**src/rtl/word_packer_pkg.sv**
```systemverilog
// Shared types and sizing for the word packer and its matcher.
// LEN_W is derived from the window depth so both sides agree on consume_len.
package word_packer_pkg;

  localparam int DEF_WORD_LENGTH = 3;
  localparam int DEF_DATA_WIDTH  = 8;
  localparam int DEF_POS_WIDTH   = 16;

  function automatic int len_w(input int n);
    return $clog2(n + 1);
  endfunction

  localparam int LEN_W = len_w(DEF_WORD_LENGTH);

  typedef logic [DEF_DATA_WIDTH-1:0] byte_t;

  typedef enum logic [1:0] {
    S_FILL,
    S_FULL,
    S_DRAIN,
    S_DONE
  } state_e;

endpackage

```
**src/rtl/word_packer_if.sv**
```systemverilog
// Byte stream in, sliding window out, consume feedback from the matcher.
// master = stream source / matcher side, slave = packer.
interface word_packer_if
  import word_packer_pkg::*;
#(
  parameter int WORD_LENGTH = DEF_WORD_LENGTH,
  parameter int DATA_WIDTH  = DEF_DATA_WIDTH,
  parameter int POS_WIDTH   = DEF_POS_WIDTH,
  parameter int LW          = len_w(WORD_LENGTH)
);

  logic [DATA_WIDTH-1:0]             in_data;
  logic                              in_valid;
  logic                              in_last;
  logic                              in_ready;
  logic [WORD_LENGTH*DATA_WIDTH-1:0] word;
  logic [LW-1:0]                     word_len;
  logic                              word_valid;
  logic [POS_WIDTH-1:0]              word_pos;
  logic                              consume_valid;
  logic [LW-1:0]                     consume_len;
  logic                              done;
  logic                              err;

  modport master (
    output in_data,
    output in_valid,
    output in_last,
    output consume_valid,
    output consume_len,
    input  in_ready,
    input  word,
    input  word_len,
    input  word_valid,
    input  word_pos,
    input  done,
    input  err
  );

  modport slave (
    input  in_data,
    input  in_valid,
    input  in_last,
    input  consume_valid,
    input  consume_len,
    output in_ready,
    output word,
    output word_len,
    output word_valid,
    output word_pos,
    output done,
    output err
  );

endinterface

```
**src/rtl/word_packer.sv**
```systemverilog
// Packs a byte stream into a WORD_LENGTH-slot window, slot 0 in the MSB.
// Shifts out consumed bytes, refills, and drains the tail after in_last.
module word_packer
  import word_packer_pkg::*;
#(
  parameter int WORD_LENGTH = DEF_WORD_LENGTH,
  parameter int DATA_WIDTH  = DEF_DATA_WIDTH,
  parameter int POS_WIDTH   = DEF_POS_WIDTH
) (
  input  logic        clk,
  input  logic        rst_n,
  word_packer_if.slave p
);

  localparam int LW = len_w(WORD_LENGTH);

  typedef logic [DATA_WIDTH-1:0] slot_t;

  state_e               state_q, state_d;
  slot_t                win_q [WORD_LENGTH];
  slot_t                win_d [WORD_LENGTH];
  logic [LW-1:0]        cnt_q, cnt_d;
  logic [POS_WIDTH-1:0] pos_q, pos_d;
  logic                 in_ready_q, in_ready_d;
  logic                 valid_q, valid_d;
  logic                 done_q, done_d;
  logic                 err_q, err_d;

  logic                 accept;
  logic                 legal;
  logic [WORD_LENGTH-1:0][DATA_WIDTH-1:0] word_w;

  always_comb begin
    accept = p.in_valid && in_ready_q;
    legal  = p.consume_valid && valid_q &&
             (p.consume_len != '0) &&
             (p.consume_len <= cnt_q);
  end

  always_comb begin
    state_d = state_q;
    win_d   = win_q;
    cnt_d   = cnt_q;
    pos_d   = pos_q;
    err_d   = err_q | (p.consume_valid && !legal);

    unique case (state_q)
      S_FILL: begin
        if (accept) begin
          for (int i = 0; i < WORD_LENGTH; i++) begin
            if (cnt_q == LW'(i)) win_d[i] = p.in_data;
          end
          cnt_d = cnt_q + LW'(1);
          if (p.in_last) begin
            state_d = S_DRAIN;
          end else if (cnt_d == LW'(WORD_LENGTH)) begin
            state_d = S_FULL;
          end
        end
      end
      S_FULL, S_DRAIN: begin
        if (legal) begin
          // slot i takes slot i+n; anything shifted in from past the end is zero
          for (int i = 0; i < WORD_LENGTH; i++) begin
            win_d[i] = '0;
            for (int j = 0; j < WORD_LENGTH; j++) begin
              if (j == i + int'(p.consume_len)) win_d[i] = win_q[j];
            end
          end
          cnt_d = cnt_q - p.consume_len;
          pos_d = pos_q + POS_WIDTH'(p.consume_len);
          if (state_q == S_FULL) begin
            state_d = S_FILL;
          end else if (cnt_d == '0) begin
            state_d = S_DONE;
          end
        end
      end
      S_DONE: begin
        pos_d   = '0;
        state_d = S_FILL;
      end
      default: begin
        state_d = S_FILL;
      end
    endcase

    in_ready_d = (state_d == S_FILL);
    valid_d    = (state_d == S_FULL) ||
                 ((state_d == S_DRAIN) && (cnt_d != '0));
    done_d     = (state_d == S_DONE);
  end

  always_ff @(posedge clk or negedge rst_n) begin
    if (!rst_n) begin
      state_q    <= S_FILL;
      win_q      <= '{default: '0};
      cnt_q      <= '0;
      pos_q      <= '0;
      in_ready_q <= 1'b0;
      valid_q    <= 1'b0;
      done_q     <= 1'b0;
      err_q      <= 1'b0;
    end else begin
      state_q    <= state_d;
      win_q      <= win_d;
      cnt_q      <= cnt_d;
      pos_q      <= pos_d;
      in_ready_q <= in_ready_d;
      valid_q    <= valid_d;
      done_q     <= done_d;
      err_q      <= err_d;
    end
  end

  always_comb begin
    for (int i = 0; i < WORD_LENGTH; i++) begin
      word_w[WORD_LENGTH-1-i] = win_q[i];
    end
  end

  assign p.in_ready   = in_ready_q;
  assign p.word       = word_w;
  assign p.word_len   = cnt_q;
  assign p.word_valid = valid_q;
  assign p.word_pos   = pos_q;
  assign p.done       = done_q;
  assign p.err        = err_q;

  // accept and consume are kept apart by never exposing both handshakes
  a_ready_valid_excl: assert property (
    @(posedge clk) disable iff (!rst_n)
    !(in_ready_q && valid_q)
  );

  a_cnt_range: assert property (
    @(posedge clk) disable iff (!rst_n)
    cnt_q <= LW'(WORD_LENGTH)
  );

endmodule

```
**src/flat_wrapper.sv**
```systemverilog
// flat-port wrapper written by rule: the top's interface ports become plain ports
module word_packer_flat import word_packer_pkg::*;
#(
  parameter int WORD_LENGTH = DEF_WORD_LENGTH,
  parameter int DATA_WIDTH  = DEF_DATA_WIDTH,
  parameter int POS_WIDTH   = DEF_POS_WIDTH
)
  (clk, rst_n, p_in_data, p_in_valid, p_in_last, p_consume_valid, p_consume_len, p_in_ready, p_word, p_word_len, p_word_valid, p_word_pos, p_done, p_err);
  word_packer_if #(.WORD_LENGTH(WORD_LENGTH), .DATA_WIDTH(DATA_WIDTH), .POS_WIDTH(POS_WIDTH)) p_i ();
  input  logic clk;
  input  logic rst_n;
  input wire logic [$bits(p_i.in_data)-1:0] p_in_data;
  input wire logic [$bits(p_i.in_valid)-1:0] p_in_valid;
  input wire logic [$bits(p_i.in_last)-1:0] p_in_last;
  input wire logic [$bits(p_i.consume_valid)-1:0] p_consume_valid;
  input wire logic [$bits(p_i.consume_len)-1:0] p_consume_len;
  output wire logic [$bits(p_i.in_ready)-1:0] p_in_ready;
  output wire logic [$bits(p_i.word)-1:0] p_word;
  output wire logic [$bits(p_i.word_len)-1:0] p_word_len;
  output wire logic [$bits(p_i.word_valid)-1:0] p_word_valid;
  output wire logic [$bits(p_i.word_pos)-1:0] p_word_pos;
  output wire logic [$bits(p_i.done)-1:0] p_done;
  output wire logic [$bits(p_i.err)-1:0] p_err;
  assign p_i.in_data = p_in_data;
  assign p_i.in_valid = p_in_valid;
  assign p_i.in_last = p_in_last;
  assign p_i.consume_valid = p_consume_valid;
  assign p_i.consume_len = p_consume_len;
  assign p_in_ready = p_i.in_ready;
  assign p_word = p_i.word;
  assign p_word_len = p_i.word_len;
  assign p_word_valid = p_i.word_valid;
  assign p_word_pos = p_i.word_pos;
  assign p_done = p_i.done;
  assign p_err = p_i.err;
  word_packer #(.WORD_LENGTH(WORD_LENGTH), .DATA_WIDTH(DATA_WIDTH), .POS_WIDTH(POS_WIDTH)) u_core (.clk(clk), .rst_n(rst_n), .p(p_i));
endmodule
```
**config.mk**
```make
export PLATFORM = sky130hd
export DESIGN_NAME = word_packer_flat
export DESIGN_NICKNAME = d
export VERILOG_FILES = /design/src/rtl/word_packer_pkg.sv /design/src/rtl/word_packer_if.sv /design/src/rtl/word_packer.sv /design/src/flat_wrapper.sv
export SDC_FILE = /design/constraint.sdc
export NUM_CORES = 1
export LEC_CHECK = 0
export BUFFER_PORTS_ARGS = -buffer_cell sky130_fd_sc_hd__buf_2
export CAP_MARGIN = 20
export CORE_MARGIN = 2
export CORE_UTILIZATION = 49
export CTS_BUF_LIST = sky130_fd_sc_hd__clkbuf_16
export CTS_CLUSTER_SIZE = 10
export DETAILED_ROUTE_END_ITERATION = 6
export GPL_TIMING_DRIVEN = 0
export PLACE_DENSITY_LB_ADDON = 0.3
export SLEW_MARGIN = 10
export SYNTH_ARGS = -nofsm -noshare
export SYNTH_HDL_FRONTEND = slang
export SYNTH_SLANG_ARGS = --single-unit
```
**constraint.sdc**
```tcl
create_clock -name clk -period 2.1 [get_ports clk]
set_clock_uncertainty 0.2 [all_clocks]
set_input_delay 0.42 -clock clk [delete_from_list [all_inputs] [get_ports clk]]
set_output_delay 0.42 -clock clk [all_outputs]
set_load 0.1 [all_outputs]
```
==> results.json <==
{
  "status": "finished with violations",
  "violations": "negative setup slack",
  "crit_arrival_ps": 2250,
  "cts_buffers": 5,
  "path_cells": "inv_4 -> ha_4 -> fa_2 -> a21bo_4 -> a21oi_4 -> or2_4 -> buf_6 -> a221o_1",
  "synth_nets": 290,
  "clock_tree.buffer_depth": 2,
  "cp_max_fo": 5,
  "core_area_um2": 5440,
  "most-common-layout-cells": "buf_2, dfrtp_1, mux2_4",
  "fill_cells": 431,
  "syn_avg_cell_area_um2": 10.4,
  "setup_viol": 41,
  "relSlewSlack": 0.571,
  "max_stage_delay_ps": 430,
  "clk-insertion-delay-late_ps": 290,
  "grt_usage": 0.230,
  "grt_max_degree": 49,
  "finalHoldViolations": 0,
  "synth_warnings": 0,
  "hold_start": "p_in_data[7]",
  "avgViaCountPerCell": 5.79,
  "crit_type": "reg2reg",
  "ys_seq_area_frac": 0.443,
  "drive_above_1_share": 0.386,
  "cts_tree": "yes",
  "instances_no_fill": 411,
  "crit_path_start_kind": "flip-flop",
  "pin_count": 61,
  "max_freq_mhz": 439,
  "synth-seq-cells": 48,
  "cp_data_required_time_ps": 2070,
  "drt_iter0_drc": 207,
  "ctsHtreeMaxLevel": 2,
  "final_common_cell": "buf_2",
  "rows": 27,
  "synth_edf_count": 0,
  "r2r-end": "u_core.p.word_pos[15]",
  "slew_violations": 0,
  "max-cap-violations": 0,
  "clkTransAtPathRegs_ps": 60,
  "crit_path_end_kind": "flip-flop",
  "path_delay_family": "compound AO/OA/AOI/OAI gates",
  "period_needed_ps": 2280,
  "globalplace.congestion": 0.839,
  "port_buffers": 60,
  "dieArea_um2": 6150,
  "wl_mm": 6.80,
  "grt_pass1_vias": 2260,
  "rsz0062_at_grt": "yes",
  "ant_nets": 0,
  "path_buf_inv": 2,
  "initial_utilization": 0.499,
  "hold_path_class": "in2reg",
  "worstMarginPinSlew_ps": 642,
  "vias": 2378,
  "nets": 367,
  "min_path_cells": 2,
  "root_buffer": "clkbuf_16",
  "syn_area_um2": 2710,
  "clock_sinks": 48,
  "grt-ovfl-total": 0,
  "dpl.cell_count": 393,
  "crit_slowest_cell": "dfrtp_4",
  "async_reset_ff_frac": 1.00,
  "grt_pass1_wl_mm": 11.2,
  "yosysUniqueCellTypes": 53,
  "drtPass1Iterations": 5,
  "syn2layout_area_growth_pct": 30.6,
  "num_antenna_cells": 0,
  "multi_input_area_um2": 1560,
  "die_h_um": 78.4,
  "min_to": "u_core.p.word[7]",
  "ys.flop_type": "dfrtp_1",
  "die_w_um": 78.4,
  "antenna_found_initial": 0,
  "drc": 0,
  "r2r-start": "u_core.p.word_len[0]",
  "wl_per_cell_um": 16.6,
  "reg2reg_slack_ps": -180,
  "synth_cells": 261,
  "seq_area_um2": 1210,
  "period_share": 1.09,
  "setup_slack_ps": -179,
  "reg2regPathDepth": 8,
  "dp_hpwl_mm": 4.45
}
worst max path at each step:
| stage | startpoint | end | slack, ps | cells after the start |
|---|---|---|---|---|
| after floorplan | u_core.p.word_len[0] | u_core.p.word_pos[15] | -380 | 8 |
| after global placement | p_consume_len[1] | u_core.p.word[17] | -370 | 8 |
| after detailed placement | p_consume_len[1] | u_core.p.word[19] | -440 | 8 |
| after CTS | u_core.p.word_len[0] | u_core.p.word_pos[15] | -180 | 8 |
| after global routing | u_core.p.word_len[0] | u_core.p.word_pos[15] | -230 | 8 |
| final | u_core.p.word_len[0] | u_core.p.word_pos[15] | -180 | 8 |
cell families (layout without fill, tap and decap cells):
group | count (synthesis) | count (layout) | synth area share
muxes | 16 | 16 | 0.0664
DFF | 48 | 48 | 0.443
adders and majority gates | 14 | 14 | 0.0701
and+or+nand+nor | 68 | 68 | 0.149
buffers and inverters | 29 | 107 | 0.0452
AOI/OAI and AO/OA | 86 | 86 | 0.227
synth_stat cells (2+ instances only):
cell type | count | area share
dfrtp_1 | 48 | 0.44
nand2_1 | 10 | 0.014
o21ai_2 | 2 | 0.0065
buf_2 | 5 | 0.0092
nand3_1 | 15 | 0.028
mux2_2 | 16 | 0.066
nand2b_1 | 7 | 0.016
a22o_1 | 8 | 0.026
a21bo_2 | 2 | 0.0074
nand4_1 | 4 | 0.0092
a221oi_1 | 8 | 0.026
clkbuf_1 | 6 | 0.0083
a211oi_1 | 2 | 0.0055
fa_1 | 2 | 0.015
a31oi_1 | 3 | 0.0069
nor4_1 | 2 | 0.0046
nor2_1 | 12 | 0.017
o21ai_0 | 23 | 0.042
nor2b_1 | 3 | 0.0069
o31ai_1 | 7 | 0.019
nor3_1 | 2 | 0.0037
o41ai_1 | 2 | 0.0065
a2111o_1 | 2 | 0.0083
a21oi_1 | 11 | 0.020
a21o_1 | 3 | 0.0083
inv_1 | 16 | 0.022
ha_1 | 12 | 0.055
o211ai_1 | 3 | 0.0083
registers in the layout, indices dropped and copies added, names as in the netlist:
signal               flops
u_core.p.done            1
u_core.p.err             1
u_core.p.in_ready        1
u_core.p.word           24
u_core.p.word_len        2
u_core.p.word_pos       16
u_core.p.word_valid      1
u_core.state_q           2
worst register-to-register path, delay by kind of cell (launching register included):
kind	cells	cell delay, ps
adders and majority gates	2	490
DFF	1	430
buffers and inverters	2	170
AOI/OAI and AO/OA	3	630
and+or+nand+nor	1	250
layout make-up:
type | instances | share of cell area
tap | 72 | 0.0254
buffer | 12 | 0.0212
clock inverter | 3 | 0.00424
clock buffer | 5 | 0.0353
timing repair buffer | 70 | 0.113
sequential | 48 | 0.342
inverter | 17 | 0.0194
multi-input combinational | 184 | 0.440
routing by layer:
layer | track usage | share of wire | vias up
met2 | 0.384 | 0.50 | 63
met4 | 0.0632 | 0.010 | 0
li1 | - | - | 1129
met5 | 0 | 0 | -
met3 | 0.0379 | 0.043 | 6
met1 | 0.311 | 0.45 | 1180
through the flow:
| step | setup TNS, ps | cell area (um2) | utilization | hold slack, ps | worst slack, ps |
|---|---|---|---|---|---|
| global route | -6950 | 3540 | 0.651 | 181 | -235 |
| detailed placement | -13020 | 3150 | 0.580 | 239 | -443 |
| finish | -4630 | 3540 | 0.651 | 168 | -179 |
| CTS | -4250 | 3470 | 0.638 | 168 | -181 |
| global placement | -10990 | 3150 | 0.580 | 235 | -372 |
| floorplan | -10550 | 2760 | - | -75.6 | -379 |
repair_timing:
action | CTS | global route
gates resized for setup | 43 | 5
hold endpoints to repair | 0 | 10
cloned | 1 | 0
hold buffers | 0 | 1
endpoints found under the setup margin | 41 | 42
pin swaps | 1 | 4
buffers inserted | 5 | 2
Power is left out: the tool's default activity adds up to more than one toggle a clock period on the data nets, which glitch-free logic cannot reach.
